## src/rtl/csd2bin_pipe.sv

```systemverilog
// Pipelined borrow-save (x_d - x_s) to two's-complement converter with an overflow flag.
// The carry chain is cut into S registered segments with valid/ready flow control.
module csd2bin_pipe #(
  parameter int W = 64,
  parameter int S = 4
) (
  input  logic           clk,
  input  logic           rst,
  input  logic [2*W-1:0] x,
  input  logic           in_valid,
  output logic           in_ready,
  output logic [W-1:0]   y,
  output logic           ovf,
  output logic           out_valid,
  input  logic           out_ready
);

  localparam int C  = (S > 0) ? W / S : 1;
  localparam int XQ = (S > 1) ? S - 1 : 1;

  if (S < 1 || S > W || (W % S) != 0) begin : g_bad_params
    $error("csd2bin_pipe: S must lie in 1..W and divide W evenly");
  end

  logic [S-1:0]   v_q;
  logic [S-1:0]   v_in;
  logic [S-1:0]   adv;
  // Segment carry-out per stage; the last stage keeps ovf in this slot instead.
  logic [S-1:0]   c_q;
  logic [S-1:0]   c_in;
  logic [S-1:0]   st_nxt;
  logic [W-1:0]   y_q   [S];
  logic [W-1:0]   y_in  [S];
  logic [W-1:0]   y_nxt [S];
  logic [2*W-1:0] x_q   [XQ];
  logic [2*W-1:0] sx    [S];
  logic           rc;

  always_comb begin
    v_in[0] = in_valid;
    c_in[0] = 1'b1;
    y_in[0] = '0;
    sx[0]   = x;
    for (int k = 1; k < S; k++) begin
      v_in[k] = v_q[k-1];
      c_in[k] = c_q[k-1];
      y_in[k] = y_q[k-1];
      sx[k]   = x_q[k-1];
    end
  end

  // Each digit adds x_d + ~x_s + carry, so digit 11 behaves exactly like 00.
  always_comb begin
    rc = 1'b0;
    for (int k = 0; k < S; k++) begin
      rc       = c_in[k];
      y_nxt[k] = y_in[k];
      for (int j = 0; j < C; j++) begin
        y_nxt[k][k*C+j] = sx[k][2*(k*C+j)] ^ ~sx[k][2*(k*C+j)+1] ^ rc;
        rc = (sx[k][2*(k*C+j)] & ~sx[k][2*(k*C+j)+1]) |
             (rc & (sx[k][2*(k*C+j)] | ~sx[k][2*(k*C+j)+1]));
      end
      st_nxt[k] = (k == S - 1) ? (~rc ^ y_nxt[k][W-1]) : rc;
    end
  end

  always_comb begin
    adv[S-1] = ~v_q[S-1] | out_ready;
    for (int k = S - 2; k >= 0; k--) begin
      adv[k] = ~v_q[k] | (v_q[k+1] ? adv[k+1] : 1'b1);
    end
  end

  // Stages only load payload when a real word arrives; bubbles just clear v.
  always_ff @(posedge clk) begin
    if (rst) begin
      v_q <= '0;
      c_q <= '0;
      for (int k = 0; k < S; k++) begin
        y_q[k] <= '0;
      end
    end else begin
      for (int k = 0; k < S; k++) begin
        if (adv[k]) begin
          v_q[k] <= v_in[k];
          if (v_in[k]) begin
            y_q[k] <= y_nxt[k];
            c_q[k] <= st_nxt[k];
          end
        end
      end
      for (int k = 0; k < S - 1; k++) begin
        if (adv[k] && v_in[k]) begin
          x_q[k] <= sx[k];
        end
      end
    end
  end

  assign in_ready  = adv[0] & ~rst;
  assign y         = y_q[S-1];
  assign ovf       = c_q[S-1];
  assign out_valid = v_q[S-1];

endmodule
```

## config.mk

```make
export PLATFORM = sky130hd
export DESIGN_NAME = csd2bin_pipe
export DESIGN_NICKNAME = d
export VERILOG_FILES = /design/src/rtl/csd2bin_pipe.sv
export SDC_FILE = /design/constraint.sdc
export NUM_CORES = 1
export LEC_CHECK = 0
export ABC_AREA = 1
export CAP_MARGIN = 40
export CELL_PAD_IN_SITES_DETAIL_PLACEMENT = 1
export CELL_PAD_IN_SITES_GLOBAL_PLACEMENT = 1
export CORE_MARGIN = 2
export CORE_UTILIZATION = 49
export CTS_CLUSTER_DIAMETER = 100
export DETAILED_ROUTE_END_ITERATION = 12
export PLACE_DENSITY_LB_ADDON = 0.1
export SYNTH_ARGS = -nofsm -noshare
export SYNTH_HDL_FRONTEND = slang
export SYNTH_SLANG_ARGS = --single-unit
```

## constraint.sdc

```tcl
create_clock -name clk -period 16.25 [get_ports clk]
set_clock_uncertainty 0.1 [all_clocks]
set_input_delay 1.625 -clock clk [delete_from_list [all_inputs] [get_ports clk]]
set_output_delay 1.625 -clock clk [all_outputs]
set_load 0.02 [all_outputs]
```

==> impl_metrics.xml <==
<?xml version="1.0" encoding="UTF-8"?>
<metrics>
  <group name="status">
    <metric name="run_status" unit="">complete, no violations</metric>
  </group>
  <group name="drt">
    <metric name="vias" unit="">6611</metric>
    <metric name="drtAntennaViolNets" unit="">0</metric>
    <metric name="dr.pass1.iters" unit="">4</metric>
    <metric name="avgViaCountPerCell" unit="">4.70</metric>
    <metric name="routedWlPerCell" unit="um">17.3</metric>
    <metric name="post_detailed_routing_wire_length" unit="um">24300</metric>
    <metric name="drc" unit="">0</metric>
    <metric name="drt_iter0_drc" unit="">303</metric>
  </group>
  <group name="cts">
    <metric name="clkSlewWorstSetupHoldPaths" unit="ns">0.06</metric>
    <metric name="cts_max_path_buffers" unit="">3</metric>
    <metric name="tritoncts" unit="">yes</metric>
    <metric name="cts.sink_count" unit="">360</metric>
    <metric name="clk-insertion-delay-late" unit="ns">0.51</metric>
    <metric name="ctsHtreeMaxLevel" unit="">2</metric>
    <metric name="cts_resized" unit="">0</metric>
    <metric name="postCtsSetupRepairBufs" unit="">0</metric>
    <metric name="tritoncts.num_buffers" unit="">38</metric>
    <metric name="postCtsHoldBufs" unit="">0</metric>
    <metric name="root_buffer" unit="">sky130_fd_sc_hd__clkbuf_16</metric>
  </group>
  <group name="logic_synthesis">
    <metric name="mappedNetlistNets" unit="">1001</metric>
    <metric name="sequential_area_share_after_synthesis" unit="%">79.4</metric>
    <metric name="post-synth-top-area-fraction" unit="%">78.2</metric>
    <metric name="synthMostInstantiatedCell" unit="">sky130_fd_sc_hd__edfxtp_1</metric>
    <metric name="synth_top_flop_cell" unit="">sky130_fd_sc_hd__edfxtp_1</metric>
    <metric name="synth.area.top_cells" unit="">sky130_fd_sc_hd__edfxtp_1, sky130_fd_sc_hd__fa_1, sky130_fd_sc_hd__inv_1, sky130_fd_sc_hd__nor2_1, sky130_fd_sc_hd__dfxtp_1</metric>
    <metric name="netlist_top_cells_count" unit="">sky130_fd_sc_hd__edfxtp_1, sky130_fd_sc_hd__inv_1, sky130_fd_sc_hd__nor2_1</metric>
    <metric name="async_flop_share" unit="%">0</metric>
    <metric name="edff_count_synth" unit="">352</metric>
    <metric name="average_cell_area_after_synthesis" unit="um^2">16.8</metric>
    <metric name="synth.ff_latch_count" unit="">360</metric>
    <metric name="synth_cell_type_count" unit="">19</metric>
    <metric name="synthDominantAreaCellType" unit="">sky130_fd_sc_hd__edfxtp_1</metric>
    <metric name="synthCells" unit="">805</metric>
    <metric name="yosys_warnings" unit="">0</metric>
    <metric name="mappedNetlistArea" unit="um^2">13500</metric>
  </group>
  <group name="critical_path">
    <metric name="required" unit="ns">16.40</metric>
    <metric name="timing.critical_path.from_type" unit="">input port</metric>
    <metric name="critical_path_peak_fanout" unit="">1</metric>
    <metric name="worst_path_dominant_cell_family" unit="">adder cells</metric>
    <metric name="critical_path_class" unit="">in -&gt; reg</metric>
    <metric name="critical_path.slowest_cell" unit="">sky130_fd_sc_hd__fa_1</metric>
    <metric name="cp-end-kind" unit="">flip-flop</metric>
    <metric name="critPathArrivalTime" unit="ns">8.33</metric>
    <metric name="worst_path_most_repeated_cell" unit="">sky130_fd_sc_hd__fa_1</metric>
    <metric name="worstPathBufferInverterCount" unit="">2</metric>
    <metric name="worstPathCellList" unit="">clkdlybuf4s50_1 &gt; inv_1 &gt; ha_1 &gt; fa_1 &gt; fa_1 &gt; fa_1 &gt; fa_1 &gt; fa_1 &gt; fa_1 &gt; fa_1 &gt; fa_1 &gt; fa_1 &gt; fa_1 &gt; fa_1 &gt; fa_1 &gt; fa_1 &gt; fa_1 &gt; fa_1 &gt; nor2_1</metric>
    <metric name="max_stage_delay" unit="ns">0.49</metric>
  </group>
  <group name="placed_design">
    <metric name="io_buffer_count" unit="">198</metric>
    <metric name="gp_congestion" unit="">0.782</metric>
    <metric name="dp.final_hpwl" unit="um">17000</metric>
  </group>
  <group name="timing">
    <metric name="setup_viol_count_final" unit="">0</metric>
    <metric name="transition_time_at_the_pin_with_the_least_slew_margin" unit="ns">0.827</metric>
    <metric name="fin_crit" unit="ns">8.18</metric>
    <metric name="final_slew_viol_count" unit="">0</metric>
    <metric name="rsz0062_at_grt" unit="">false</metric>
    <metric name="fin_setup_tns" unit="ns">0</metric>
    <metric name="fmax" unit="MHz">122</metric>
    <metric name="max-slew-margin-rel" unit="%">44.9</metric>
    <metric name="hold_viol" unit="">0</metric>
    <metric name="period_share" unit="%">50.4</metric>
  </group>
  <group name="global_routing">
    <metric name="grtUsageMet1" unit="%">19.3</metric>
    <metric name="first_global_vias" unit="">7240</metric>
    <metric name="groute.layer.met3.usage" unit="%">4.35</metric>
    <metric name="grt_use_total" unit="%">17.5</metric>
    <metric name="grt_antenna_before_repair" unit="">1</metric>
    <metric name="globalRouteMet2Util" unit="%">33.2</metric>
    <metric name="busiest_layer" unit="">met2</metric>
    <metric name="gr-total-overflow" unit="">0</metric>
    <metric name="global_route_wire_length_before_repair" unit="um">37800</metric>
    <metric name="largest_net_degree_at_the_start_of_global_routing" unit="">65</metric>
  </group>
  <group name="worst_hold_path">
    <metric name="hp-class" unit="">reg -&gt; reg</metric>
  </group>
  <group name="flow_run">
    <metric name="drv_cap" unit="">0</metric>
  </group>
  <group name="floorplan">
    <metric name="initial_core_util" unit="%">50.0</metric>
    <metric name="design.die.area" unit="um^2">28900</metric>
    <metric name="pin_count" unit="">199</metric>
    <metric name="core_region_area" unit="um^2">27000</metric>
    <metric name="die_width" unit="um">170</metric>
    <metric name="placementRows" unit="">60</metric>
    <metric name="chipHeight" unit="um">170</metric>
  </group>
  <group name="power_and_ir_drop">
    <metric name="share_comb_of_total_power" unit="%">6.1</metric>
    <metric name="ir_drop_worst_vdd" unit="V">0.0000866</metric>
    <metric name="p_switching" unit="mW">0.410</metric>
    <metric name="power-per-cell-area" unit="nW/um^2">120</metric>
    <metric name="p_leak" unit="nW">6.45</metric>
    <metric name="sw_frac_of_total" unit="%">19.8</metric>
    <metric name="fin_total_pwr" unit="mW">2.07</metric>
    <metric name="p_clk_share" unit="%">41.7</metric>
    <metric name="proportion_of_power_drawn_by_flip_flops_and_latches" unit="%">52.1</metric>
    <metric name="internal-power" unit="mW">1.66</metric>
  </group>
  <group name="layout">
    <metric name="fraction_of_layout_instances_using_a_drive_strength_above_1" unit="%">7.04</metric>
    <metric name="n_antenna_cell" unit="">0</metric>
    <metric name="layout-area-overhead-vs-synth" unit="%">27.5</metric>
    <metric name="finalNetCount" unit="">1232</metric>
  </group>
</metrics>
layout make-up:
| cell class | instances | area (um^2) |
|---|---|---|
| multi-input combinational | 256 | 2060 |
| fill | 2414 | 9800 |
| inverter | 173 | 652 |
| tap | 341 | 427 |
| timing repair buffer | 207 | 2090 |
| sequential | 360 | 10700 |
| clock inverter | 21 | 225 |
| clock buffer | 48 | 1040 |
kinds of logic after synthesis:
logic type,count (synthesis),synth area share [%]
flip-flops,360,79.4
buffers and inverters,189,5.46
AND/OR/NAND/NOR,183,5.36
adder cells (fa/ha/maj),64,9.42
AO/OA/AOI/OAI,8,0.296
XOR/XNOR,1,0.0648
cell usage in the layout (no fill, tap or decap), types with 5 or more instances in the layout:
cell type,count
sky130_fd_sc_hd__a21oi_1,5
sky130_fd_sc_hd__buf_4,6
sky130_fd_sc_hd__bufinv_16,5
sky130_fd_sc_hd__clkbuf_1,6
sky130_fd_sc_hd__clkbuf_16,39
sky130_fd_sc_hd__clkdlybuf4s50_1,198
sky130_fd_sc_hd__clkinv_1,7
sky130_fd_sc_hd__clkinv_2,8
sky130_fd_sc_hd__dfxtp_1,8
sky130_fd_sc_hd__edfxtp_1,352
sky130_fd_sc_hd__fa_1,63
sky130_fd_sc_hd__inv_1,170
sky130_fd_sc_hd__nand2_1,8
sky130_fd_sc_hd__nor2_1,162
per-layer routing:
| metal | vias up | part of all wire [%] |
|---|---|---|
| li1 | 3106 | - |
| met1 | 3298 | 37 |
| met2 | 169 | 55 |
| met3 | 36 | 5.9 |
| met4 | 2 | 1.9 |
| met5 | - | 0.053 |
power by group through the flow:
stage          combinational, mW  sequential (mW)  clock (mW)
4_1_cts                    0.131             1.08       0.887
2_1_floorplan             0.0442             1.11           0
3_3_place_gp               0.122             1.10           0
3_5_place_dp               0.129             1.10           0
6_report                   0.127             1.08       0.863
5_1_grt                    0.141             1.08       0.920
per-stage QoR:
stage / setup WS, ns / instance area [um^2] / util, % / instances / hold WS, ns
finish: 8.07 / 17200 / 63.8 / 1406 / 0.317
global route: 7.87 / 17200 / 63.8 / 1406 / 0.321
CTS: 8.07 / 17200 / 63.8 / 1406 / 0.318
detailed placement: 7.56 / 16000 / 59.1 / 1337 / 0.306
global placement: 7.68 / 15900 / 58.8 / 1334 / 0.300
floorplan: 8.23 / 13500 / - / 805 / 0.300
final timing paths:
| kind | from | end | slack [ns] | depth (start not counted) |
|---|---|---|---|---|
| max | x[0] | y_q[0][15]$_SDFFCE_PN0P_ | 8.07 | 19 |
| min | x_q[0][106]$_DFFE_PP_ | x_q[0][234]$_DFFE_PP_ | 0.32 | 0 |
| min reg2reg | x_q[0][106]$_DFFE_PP_ | x_q[0][234]$_DFFE_PP_ | 0.32 | 0 |
| max reg2reg | c_q[2]$_SDFFE_PP0P_ | c_q[3]$_SDFFE_PP0P_ | 8.64 | 21 |
flip-flops by register name, summed over array words and instances, names as in the netlist:
name	cells
c_q	4
v_q	4
x_q	192
y_q	160
(Power assumes the default switching activity.)
==> edit: new RTL, config.mk and constraints unchanged <==
Register the output `ovf`, without a reset; this adds one clock of latency there. The other outputs are not delayed to match.
--- a/src/rtl/csd2bin_pipe.sv
+++ b/src/rtl/csd2bin_pipe.sv
@@ -99,7 +99,9 @@
 
   assign in_ready  = adv[0] & ~rst;
   assign y         = y_q[S-1];
-  assign ovf       = c_q[S-1];
+  always_ff @(posedge clk) begin
+    ovf <= c_q[S-1];
+  end
   assign out_valid = v_q[S-1];
 
 endmodule
Formal check against the unedited RTL: not equivalent (Yosys sat finds a counterexample within 10 cycles, from zero or initial values and one cycle with rst high).
==> edit against the original RTL <==
  * Routed wire length rose by 3.1%
  * Final cell count did not move
  * Highest routed layer unchanged
  * Sequential power barely moved
  * Final area fell by 0.23%
  * Power fell by 1.7%
  * Worst setup slack got worse by 0.0088 ns
  * First-iteration DRC count fell by 1.7%
  * Sequential cell count rose by 1
  * Critical path depth did not move
  * Synthesized area rose by 0.15%
==> edit: results (changes against the original RTL) <==
.. list-table::
   :header-rows: 1

   * - Metric
     - Value
   * - Status
     - complete, no violations (unchanged)
   * - Leakage power of the design
     - 0.00641 uW (was 0.00645 uW)
   * - Internal cell power
     - 1610 uW (was 1660 uW)
   * - Synthesized netlist net count
     - 1002 (was 1001)
   * - Crit path max fanout
     - 1 (unchanged)
   * - Final Net Count
     - 1232 (unchanged)
   * - Clk root buf
     - sky130_fd_sc_hd__clkbuf_16 (unchanged)
   * - Post-cts resize count
     - 0 (unchanged)
   * - Layout cell share with drive strength beyond 1
     - 0.0685 (was 0.0704)
   * - Number of buffers on the longest clock path
     - 3 (unchanged)
   * - Total GRT Usage
     - 0.179 (was 0.175)
   * - Count of H-tree levels built during CTS
     - 2 (unchanged)
   * - First-pass GRT wire length
     - 38.8 mm (was 37.8 mm)
   * - Post-synth EDFFs
     - 352 (unchanged)
   * - Port Buffer Count
     - 198 (unchanged)
   * - Final Wtd Congestion
     - 0.811 (was 0.782)
   * - Number of global-route vias before repair
     - 7394 (was 7240)
   * - Starting DRC count in detailed routing
     - 298 (was 303)
   * - Total via count in the routed design
     - 6623 (was 6611)
   * - Number of detailed-route iterations in the first pass
     - 4 (unchanged)
   * - Top flop regs
     - x_q x192, y_q x160 (unchanged)
   * - Residual overflow from global routing
     - 0 (unchanged)
   * - Antenna violations before repair
     - 1 (unchanged)
   * - Top post-synthesis cells by area
     - sky130_fd_sc_hd__edfxtp_1 (78%), sky130_fd_sc_hd__fa_1 (9.3%), sky130_fd_sc_hd__inv_1 (4.8%), sky130_fd_sc_hd__nor2_1 (4.5%), sky130_fd_sc_hd__dfxtp_1 (1.3%) (was sky130_fd_sc_hd__edfxtp_1 (78%), sky130_fd_sc_hd__fa_1 (9.3%), sky130_fd_sc_hd__inv_1 (4.8%), sky130_fd_sc_hd__nor2_1 (4.5%), sky130_fd_sc_hd__dfxtp_1 (1.2%))
   * - Antenna fix cells
     - 0 (unchanged)
   * - CTS Buf Count
     - 38 (unchanged)
   * - Arrival time at the worst endpoint
     - 8.36 ns (was 8.33 ns)
   * - Detailed-route wire length per cell
     - 17.8 um (was 17.3 um)
   * - Pin count of the biggest net entering global routing
     - 73 (was 65)
   * - Max rail drop VDD
     - 89.8 uV (was 86.6 uV)
   * - Clock slew at reported path FFs
     - 0.06 ns (about the same)
   * - Seq/Total Area, Yosys
     - 0.794 (about the same)
   * - Latest clock arrival within the worst-skew pair
     - 0.53 ns (was 0.51 ns)
   * - Warning count from the yosys run
     - 0 (unchanged)
   * - Path type of the worst min-delay path
     - flop to flop (unchanged)
   * - DP Wirelength
     - 17.2 mm (was 17.0 mm)
   * - Number of filler instances in the final layout
     - 2416 (was 2414)
   * - Worst max-slew margin expressed relative to the limit
     - 0.443 (was 0.449)
[edit: final timing paths]
check / from / to / depth (start not counted) / slack, ns
min: c_q[3] / ovf / 0 / 0.25
min reg2reg: c_q[3] / ovf / 0 / 0.25
max: x[0] / y_q[0][15] / 19 / 8.06
max reg2reg: c_q[2] / c_q[3] / 21 / 8.55
[edit: metrics by stage]
step	instances	power (uW)	setup slack, ns	util
5_1_grt	1406	2100	7.85	0.636
3_3_place_gp	1334	1220	7.67	0.589
2_1_floorplan	806	1150	8.23	-
6_report	1406	2030	8.06	0.636
4_1_cts	1405	2060	8.04	0.635
3_5_place_dp	1336	1230	7.51	0.591
[edit: area by class of cell]
cell class / count / share of cell area
Clock buffer: 41 / 0.0560
Clock inverter: 28 / 0.0137
Inverter: 173 / 0.0379
Multi-Input combinational cell: 256 / 0.120
Sequential cell: 361 / 0.625
Tap cell: 341 / 0.0248
Timing Repair Buffer: 206 / 0.122
[edit: power groups by stage]
stage          Sequential (uW)  Clock [uW]  Combinational (uW)
6_report                  1080         826                 127
3_5_place_dp              1100           0                 128
2_1_floorplan             1110           0                44.2
3_3_place_gp              1100           0                 122
4_1_cts                   1080         846                 129
5_1_grt                   1080         878                 140
[edit: routing by layer]
metal  vias to the layer above  share of wire  track usage
met4                         2          0.024       0.0576
met2                       147           0.56        0.345
met5                         -        0.00052            0
li1                       3111              -            -
met1                      3314           0.37        0.194
met3                        49          0.047       0.0405
[edit: cells by family after synthesis]
group	count (synthesis)	share of synthesized area
flip-flops	361	0.794
buffers and inverters	189	0.0545
AND/OR/NAND/NOR	183	0.0535
adder cells (fa/ha/maj)	64	0.0941
AO/OA/AOI/OAI	8	0.00296
XOR/XNOR	1	0.000647
